$ cat src/rtl/spatz_vlsu_load_packer.sv
// -----------------------------------------------------------------------------
// spatz_vlsu_load_packer
//
// Load write-back stage that sits directly behind the VLSU memory-result
// interface. For one vector load command it collects ELEN-bit result words,
// packs them into VRF_WIDTH-bit lines (lane 0 in the LSBs), and issues one
// VRF write per line with byte enables. Each write is held until the VRF
// acknowledges it. When the last line has been written, done_o pulses for one
// cycle so the VLSU can retire the load.
//
// Filling and writing never overlap. A line therefore costs LANES accept
// cycles plus at least one write cycle.
//
// Ports
//   clk_i, rst_ni          clock (rising edge), asynchronous active-low reset
//   cmd_valid_i/ready_o    command handshake; cmd_ready_o is high only in IDLE
//   cmd_vd_i               first destination VRF line
//   cmd_vl_i               number of ELEN-bit elements to write back
//   mem_result_valid_i     result word valid (upstream holds it until accepted)
//   mem_result_ready_o     result word accepted when high with valid
//   mem_result_rdata_i     result word
//   vrf_we_o               VRF write request, held until vrf_wvalid_i
//   vrf_waddr_o            VRF line address, vd + line index (wraps)
//   vrf_wdata_o            packed line, unfilled lanes are zero
//   vrf_wbe_o              byte enables of the filled lanes
//   vrf_wvalid_i           VRF accepted the write this cycle
//   done_o                 one-cycle pulse once the command is written back
// -----------------------------------------------------------------------------
module spatz_vlsu_load_packer #(
   parameter int unsigned ELEN        = 32,
   parameter int unsigned VRF_WIDTH   = 128,
   parameter int unsigned VREG_ADDR_W = 5,
   parameter int unsigned VL_W        = 16
) (
   input  logic                     clk_i,
   input  logic                     rst_ni,

   input  logic                     cmd_valid_i,
   output logic                     cmd_ready_o,
   input  logic [VREG_ADDR_W-1:0]   cmd_vd_i,
   input  logic [VL_W-1:0]          cmd_vl_i,

   input  logic                     mem_result_valid_i,
   output logic                     mem_result_ready_o,
   input  logic [ELEN-1:0]          mem_result_rdata_i,

   output logic [VREG_ADDR_W-1:0]   vrf_waddr_o,
   output logic [VRF_WIDTH-1:0]     vrf_wdata_o,
   output logic                     vrf_we_o,
   output logic [VRF_WIDTH/8-1:0]   vrf_wbe_o,
   input  logic                     vrf_wvalid_i,

   output logic                     done_o
);

   localparam int unsigned LANES      = VRF_WIDTH / ELEN;
   localparam int unsigned LANE_BYTES = ELEN / 8;
   localparam int unsigned VRF_BYTES  = VRF_WIDTH / 8;
   localparam int unsigned LANE_CNT_W = $clog2(LANES + 1);

   localparam logic [LANE_CNT_W-1:0] LAST_LANE = LANE_CNT_W'(LANES - 1);

   typedef enum logic [1:0] {
      IDLE,
      FILL,
      WRITE,
      DONE
   } state_e;

   state_e                    state_q;
   state_e                    state_d;

   logic [VREG_ADDR_W-1:0]    vd_q;
   logic [VREG_ADDR_W-1:0]    line_cnt_q;
   logic [VL_W-1:0]           remaining_q;
   logic [LANE_CNT_W-1:0]     lane_cnt_q;
   logic [VRF_WIDTH-1:0]      buffer_q;
   logic [VRF_BYTES-1:0]      be_q;

   logic                      cmd_hs;
   logic                      result_hs;
   logic                      write_hs;
   logic                      line_full;
   logic                      last_word;

   // Handshakes are qualified by state so that stray valids (for example
   // vrf_wvalid_i outside WRITE) have no effect on the datapath.
   assign cmd_hs    = (state_q == IDLE)  && cmd_valid_i;
   assign result_hs = (state_q == FILL)  && mem_result_valid_i;
   assign write_hs  = (state_q == WRITE) && vrf_wvalid_i;

   // A line closes either when its last lane is taken or when the command
   // runs out of elements, whichever comes first.
   assign line_full = (lane_cnt_q == LAST_LANE);
   assign last_word = (remaining_q == VL_W'(1));

   // State register.
   always_ff @(posedge clk_i or negedge rst_ni) begin
      if (!rst_ni) begin
         state_q <= IDLE;
      end else begin
         state_q <= state_d;
      end
   end

   // Next-state logic and all outputs. Outputs depend on the state only, so
   // the write request and its address/data/enables are stable for as long as
   // the VRF keeps vrf_wvalid_i low.
   always_comb begin
      state_d            = state_q;
      cmd_ready_o        = 1'b0;
      mem_result_ready_o = 1'b0;
      vrf_we_o           = 1'b0;
      vrf_waddr_o        = '0;
      vrf_wdata_o        = '0;
      vrf_wbe_o          = '0;
      done_o             = 1'b0;

      case (state_q)
         IDLE: begin
            cmd_ready_o = 1'b1;
            if (cmd_valid_i) begin
               if (cmd_vl_i == '0) begin
                  state_d = DONE;
               end else begin
                  state_d = FILL;
               end
            end
         end

         FILL: begin
            mem_result_ready_o = 1'b1;
            if (mem_result_valid_i && (line_full || last_word)) begin
               state_d = WRITE;
            end
         end

         WRITE: begin
            vrf_we_o    = 1'b1;
            vrf_waddr_o = vd_q + line_cnt_q;
            vrf_wdata_o = buffer_q;
            vrf_wbe_o   = be_q;
            if (vrf_wvalid_i) begin
               if (remaining_q == '0) begin
                  state_d = DONE;
               end else begin
                  state_d = FILL;
               end
            end
         end

         DONE: begin
            done_o  = 1'b1;
            state_d = IDLE;
         end

         default: begin
            state_d = IDLE;
         end
      endcase
   end

   // Command bookkeeping: destination base, elements still to be accepted and
   // the index of the line currently being built. remaining_q cannot
   // underflow because FILL is left as soon as it reaches zero.
   always_ff @(posedge clk_i or negedge rst_ni) begin
      if (!rst_ni) begin
         vd_q        <= '0;
         remaining_q <= '0;
         line_cnt_q  <= '0;
      end else begin
         if (cmd_hs) begin
            vd_q        <= cmd_vd_i;
            remaining_q <= cmd_vl_i;
            line_cnt_q  <= '0;
         end
         if (result_hs) begin
            remaining_q <= remaining_q - VL_W'(1);
         end
         if (write_hs) begin
            line_cnt_q <= line_cnt_q + VREG_ADDR_W'(1);
         end
      end
   end

   // Line buffer, byte enables and lane pointer. The buffer is cleared on
   // every new command and after every acknowledged write, which is what makes
   // unfilled tail lanes read as zero.
   always_ff @(posedge clk_i or negedge rst_ni) begin
      if (!rst_ni) begin
         buffer_q   <= '0;
         be_q       <= '0;
         lane_cnt_q <= '0;
      end else begin
         if (cmd_hs || write_hs) begin
            buffer_q   <= '0;
            be_q       <= '0;
            lane_cnt_q <= '0;
         end else if (result_hs) begin
            for (int k = 0; k < LANES; k++) begin
               if (lane_cnt_q == LANE_CNT_W'(k)) begin
                  buffer_q[k*ELEN +: ELEN]         <= mem_result_rdata_i;
                  be_q[k*LANE_BYTES +: LANE_BYTES] <= '1;
               end
            end
            lane_cnt_q <= lane_cnt_q + LANE_CNT_W'(1);
         end
      end
   end

endmodule
$ cat config.mk
export PLATFORM = sky130hd
export DESIGN_NAME = spatz_vlsu_load_packer
export DESIGN_NICKNAME = d
export VERILOG_FILES = /design/src/rtl/spatz_vlsu_load_packer.sv
export SDC_FILE = /design/constraint.sdc
export NUM_CORES = 1
export LEC_CHECK = 0
export CORE_MARGIN = 3
export CORE_UTILIZATION = 42
export DETAILED_ROUTE_END_ITERATION = 10
export PLACE_DENSITY = 0.81
export SETUP_SLACK_MARGIN = 0.4
export SLEW_MARGIN = 40
export SYNTH_ARGS = -nofsm -noshare
export SYNTH_HDL_FRONTEND = slang
export SYNTH_SLANG_ARGS = --single-unit
$ cat constraint.sdc
create_clock -name clk_i -period 2.15 [get_ports clk_i]
set_input_delay 0.3225 -clock clk_i [delete_from_list [all_inputs] [get_ports clk_i]]
set_output_delay 0.3225 -clock clk_i [all_outputs]
set_load 0.02 [all_outputs]
==> impl_metrics.toml, run 1 <==
[outcome]
outcome = "finished, violations left"
violations = "setup timing"

[grt]
groute.usage.overall_pct = 27.23
grt_overflow = 0
grt_pass1_wl_um = 43620
grt_pass1_vias = 8043
grt_max_degree = 58
antenna_found_initial = 0

[die]
initial_core_util_pct = 43.72
die_w_um = 144.1
die_y_um = 144.1
die-area_mm2 = 0.02077
io_pins = 211
core_area_mm2 = 0.01833
core.rowCount = 49

[cts]
numCtsBuffers = 17
cts_tree = "yes"
clkTransAtPathRegs_ns = 0.07
cts.sink_count = 163
clock_tree.root_cell = "clkbuf_16"
clockBufferDepth = 2
htreeDepth = 4
insertion_delay_ns = 0.44

[detailed_routing]
ant_nets = 0
via_per_inst = 5.806
dr_total_vias = 8541
drc_errors = 0
drt_first_iter_violations = 644
routedWlPerCell_um = 23.39
drt_wl_total_um = 34410
drt_pass1_iterations = 5

[placement]
placed_area_mm2 = 0.01074
gp_congestion = 0.8690
port_buffers = 210
dpl.hpwl_um = 16090

[layout]
area_growth_syn_to_layout_pct = 78.58
layout_commonest_cell = "nand2_1"
antennaDiodeCount = 0
nets = 1300
drive_gt1_share_pct = 51.77
finalInstanceArea_mm2 = 0.01431
layout_common_cells = "nand2_1 (257), buf_6 (178), dfrtp_1 (160)"

[worst_setup_path]
slowest_delay_ns = 0.38
r2r_slack_ns = -0.04
cpMaxStageDelayCell = "dfrtp_1"
crit_fanout = 2
critical_path.top_delay_family = "adder cells"
cp-start-kind = "register"
crit_chain = "ha_2 > fa_2 > a21o_1 > a21oi_2 > xnor2_1 > nor2_2 > buf_6"
path_class = "reg -> out"
r2r_end = "buffer_q[22]"
cp.depth = 7
cp.required_ns = 1.83
critical_path.n_buffers_inverters = 1
r2r_start = "state_q[1]"
crit_path_start = "vd_q[0]"
rr_worst_depth = 12
cp.arrival_ns = 2.01
worstSetupEndpoint = "vrf_waddr_o[4]"
endpoint_kind = "output pin"

[synth]
synth_area_mm2 = 0.008014
syn_nets = 1009
ys.warnings.count = 0
syn_inst = 938
avgSynthCellArea_um2 = 8.544
synth_cell_type_count = 47
synth_top_area_share_pct = 50.90
synth_area_leaders = "dfrtp_1 (51%), nand2_1 (14%), and2_1 (11%)"
synthFlopType = "dfrtp_1"
synth_top_area_cell = "dfrtp_1"
seq_area_frac_synth_pct = 50.90
synth_seq_cells = 163
synth_edf_count = 0
ys_async_sr_fraction_pct = 100.0

[power_and_ir_drop]
internal-power_mw = 10.09
peakVddDrop_v = 0.0008786
leakagePower_nw = 6.330
p_switching_mw = 6.595
seq_power_share_pct = 28.6
pwr-share-clk_pct = 17.3
p_per_area_mw_per_mm2 = 1166
switching_share_pct = 39.53
power_frac_comb_pct = 54.2

[sta]
timing.final.crit_share_pct = 108.5
drv_slew = 0
rsz0062_at_grt = "yes"
relSlewSlack_pct = 59.40
final-setup-viol-count = 55
finClkSkew_ns = 0.02006
final.setup.worst_slack_ns = -0.1831
hold_violations = 0
fin_crit_ns = 2.333
holdWs_ns = 0.4155
max_freq_mhz = 428.6
worstMarginPinSlew_ns = 0.6091

[run]
max_cap_violations = 0

[worst_hold_path]
hp-class = "in -> reg"
==> tightest hold or removal path: stages <==
cell             delay (ns)
clkdlybuf4s50_1        0.40
nand2_1                0.05
nand2_1                0.04
==> flip-flops by register name, summed over array words and instances (netlist names) <==
register / cells
state_q: 2
vd_q: 5
line_cnt_q: 5
buffer_q: 128
lane_cnt_q: 3
remaining_q: 16
be_q: 4
==> metal layers <==
metal  vias up  share of wire [%]  GRT usage [%]
li1       3644                  -              -
met3       144                6.8          4.828
met1      4250                 37          33.35
met4         0                5.7          12.37
met5         -                  0              0
met2       503                 51          47.01
==> stage by stage <==
| step | std cells | total power, mW | TNS, ns | util, % | setup slack, ns |
|---|---|---|---|---|---|
| final | 1471 | 16.68 | -3.747 | 78.07 | -0.1831 |
| after global routing | 1471 | 17.30 | -6.191 | 78.07 | -0.2507 |
| after CTS | 1431 | 13.62 | -1.904 | 68.99 | -0.1952 |
| after detailed placement | 1340 | 8.832 | -0.2774 | 58.61 | -0.1827 |
| after global placement | 1340 | 8.652 | -0.1845 | 58.61 | -0.1752 |
| after floorplan | 938 | 6.997 | 0 | - | 0.2924 |
==> worst min path at each step <==
stage                     cells past startpoint  slack, ns              to        start
after global routing                          3       0.44         vd_q[3]  cmd_vd_i[3]
after global placement                        1       0.33  remaining_q[3]       rst_ni
after floorplan                               0       0.03        be_q[10]       rst_ni
after detailed placement                      1       0.33  remaining_q[3]       rst_ni
final                                         3       0.42         vd_q[1]  cmd_vd_i[1]
after CTS                                     3       0.41         vd_q[1]  cmd_vd_i[1]
==> cells by family after synthesis <==
group / count (synthesis) / share of synthesized area (%)
AOI/OAI and AO/OA: 168 / 11.79
muxes: 5 / 0.6245
adders and majority gates: 13 / 2.123
DFF: 163 / 50.90
buffers and inverters: 87 / 4.887
xor gates and xnor gates: 4 / 0.4372
and+or+nand+nor: 498 / 29.24
==> synth_stat cells (3+ instances only) <==
library cell and number:
a211oi_1 3, a21o_1 3, a21oi_1 99, and2_1 138, and3_1 3, buf_1 3, buf_2 16, buf_4 12
clkbuf_1 47, dfrtp_1 163, ha_1 12, inv_1 9, mux2i_1 5, nand2_1 294, nand3_1 10, nand4_1 4
nor2_1 19, nor3_1 4, nor4_1 7, o211ai_1 7, o21ai_0 39, or3_1 3, xnor2_1 3
==> cell type report <==
class,count,area [um^2]
Clock buffer,21,460.4
Clock inverter,11,80.08
Fill cell,1049,4020
Inverter,9,46.29
Multi-Input combinational cell,690,4858
Sequential cell,163,4083
Tap cell,229,286.5
Timing Repair Buffer,347,4481
Timing Repair inverter,1,16.27
==> power groups by stage <==
stage | clock (mW) | sequential (mW) | combinational, mW
global route | 3.02 | 4.86 | 9.41
detailed placement | 0 | 4.55 | 4.29
global placement | 0 | 4.50 | 4.15
CTS | 2.84 | 4.56 | 6.22
finish | 2.88 | 4.77 | 9.04
floorplan | 0 | 4.38 | 2.62
==> timing repair <==
item / 4_1_cts / 5_1_grt
hold buffers: 1 / 0
pin swaps: 67 / 140
buffers inserted: 40 / 19
endpoints found under the setup margin: 164 / 304
cloned: 18 / 21
endpoints found under the hold margin: 52 / 0
resized for setup: 1078 / 306
(Power assumes the default switching activity.)
==> run 2, diff against run 1 <==
- clock period: 2.15 -> 2.3 ns (I/O delays scaled with it)
==> run 2 against run 1 <==
  * Cell area shrank 2.3%
  * The flow still finishes with violations (setup timing)
  * Combinational power shrank 10%
  * Die area is the same
  * Count of clock-buffer cells in the layout shrank 1
  * Sequential cell count is the same
  * Via count shrank 1.2%
  * Critical endpoint unchanged
  * Worst hold slack gained 0.011 ns
  * Sequential share of layout area grew 0.65 points
  * First-iteration DRC count grew 1.2%
  * Non-clock buffer count shrank 18
  * Routed wire length shrank 3.2%
==> impl_metrics.toml, run 2 (synthesis results as in run 1) <==
[layout]
antennaDiodeCount = 0
largest_reg_flops = 128
drive_gt1_share_pct = 50.45
fillCellCount = 1078
area_growth_syn_to_layout_pct = 74.43
layout_commonest_cell = "nand2_1"
reg.largest.list = "buffer_q x128, remaining_q x16"
largest_register = "buffer_q"
nets = 1281
layout_common_cells = "nand2_1 (258), dfrtp_1 (163), buf_6 (152)"
fin_util_pct = 76.25
fin_cells = 1452

[worst_setup_path]
r2r_start = "state_q[1]"
cp.required_ns = 1.96
endpoint_kind = "output pin"
cp-start-kind = "register"
crit_path_start = "vd_q[0]"
r2r_slack_ns = 0.23
crit_fanout = 2
r2r_end = "buffer_q[20]"
cp.arrival_ns = 1.97
rr_worst_depth = 12
worstSetupEndpoint = "vrf_waddr_o[4]"
path_class = "reg -> out"

[outcome]
outcome = "finished, violations left"
violations = "setup timing"

[sta]
finClkSkew_ns = 0.01463
max_freq_mhz = 431.2
relSlewSlack_pct = 66.01
hold_violations = 0
final.setup.worst_slack_ns = -0.01937
setup-tns-final_ns = -0.01937
fin_crit_ns = 2.319
worstMarginPinSlew_ns = 0.5082
rsz0062_at_grt = "yes"
drv_slew = 0
timing.final.crit_share_pct = 100.8
final-setup-viol-count = 1

[detailed_routing]
drt_first_iter_violations = 652
wl_met3_um = 2835
drc_errors = 0
ant_nets = 0
drt_wl_total_um = 33310
routedWlPerCell_um = 22.94
drt_pass1_iterations = 5
dr_total_vias = 8435
via_per_inst = 5.809
wl_met1_um = 12450
wl_met2_um = 16630
routed.top_layer = "met4"

[worst_hold_path]
hp-class = "in -> async"

[power_and_ir_drop]
leakagePower_nw = 6.278
power_mw = 15.49
p_per_area_mw_per_mm2 = 1108
peakVddDrop_v = 0.0007166

[cts]
cts.sink_count = 163
clockBufferDepth = 2
insertion_delay_ns = 0.43
clkTransAtPathRegs_ns = 0.06
cts_tree = "yes"
numCtsBuffers = 17
clock_tree.root_cell = "clkbuf_16"
htreeDepth = 4

[grt]
grt_pass1_vias = 7829
grt_max_degree = 51
groute.usage.overall_pct = 25.46
antenna_found_initial = 0
grt_overflow = 0
grt_pass1_wl_um = 41340

[die]
core_area_mm2 = 0.01833
die_y_um = 144.1
die-area_mm2 = 0.02077
die_w_um = 144.1
initial_core_util_pct = 43.72
io_pins = 211
core.rowCount = 49

[placement]
placed_cells = 1331
place_ws_ns = -0.07781
dpl.hpwl_um = 15540
port_buffers = 210
gp_congestion = 0.8858

[run]
max_cap_violations = 0
[run 2: cell types whose count changed in the layout (fill, tap and decap cells not counted), sizes merged]
cell | before | now
bufinv | 0 | 2
clkinv | 8 | 7
clkinvlp | 4 | 3
clkdlybuf4s15 | 2 | 0
buf | 276 | 257
dlymetal6s2s | 0 | 2
[run 2: cell type report]
| type | count | area (um^2) | share of cell area (%) |
|---|---|---|---|
| timing repair buffer | 329 | 4149 | 29.68 |
| sequential | 163 | 4079 | 29.18 |
| multi-input combinational | 690 | 4822 | 34.50 |
| clock buffer | 20 | 466.7 | 3.339 |
| clock inverter | 12 | 128.9 | 0.9220 |
| tap | 229 | 286.5 | 2.050 |
| inverter | 9 | 46.29 | 0.3312 |
[run 2: worst max-delay path, cell delays in order, from the launching register on]
cell and delay [ns]:
dfrtp_1 0.39, ha_2 0.19, fa_2 0.34, a21o_1 0.18, a21oi_2 0.14, xnor2_1 0.14
nor2_2 0.05, buf_6 0.12
[run 2: worst min-delay path by stage]
stage / start / to / slack (ns)
6_report: rst_ni / remaining_q[4] / 0.43
5_1_grt: rst_ni / remaining_q[3] / 0.45
4_1_cts: rst_ni / buffer_q[2] / 0.43
3_5_place_dp: rst_ni / remaining_q[3] / 0.31
3_3_place_gp: rst_ni / remaining_q[3] / 0.30
2_1_floorplan: rst_ni / be_q[10] / 0.05
[run 2: where the power goes]
part	switching [mW]	leakage, nW	total, mW	internal (mW)
sequential	0.759	2.20	4.46	3.70
clock	1.23	0.288	2.92	1.69
combinational	4.06	3.79	8.12	4.06
total	6.05	6.28	15.5	9.45
[run 2: repair_timing]
action	CTS	global route
gates resized for setup	995	339
pin swaps	44	125
setup buffers	30	21
hold buffers	1	0
endpoints found under the hold margin	40	0
setup endpoints to repair	156	281
cloned	15	22
[run 2: through the flow]
step	hold WS (ns)	instance area, um^2
6_report	0.4261	13980
5_1_grt	0.4481	13980
4_1_cts	0.4295	12220
3_5_place_dp	0.3085	10460
3_3_place_gp	0.3004	10460
2_1_floorplan	0.04941	8028
[run 2: layer usage]
layer | track usage [%] | vias to the layer above
met3 | 5.159 | 117
li1 | - | 3607
met5 | 0 | -
met1 | 32.46 | 4192
met2 | 42.90 | 519
met4 | 9.769 | 0
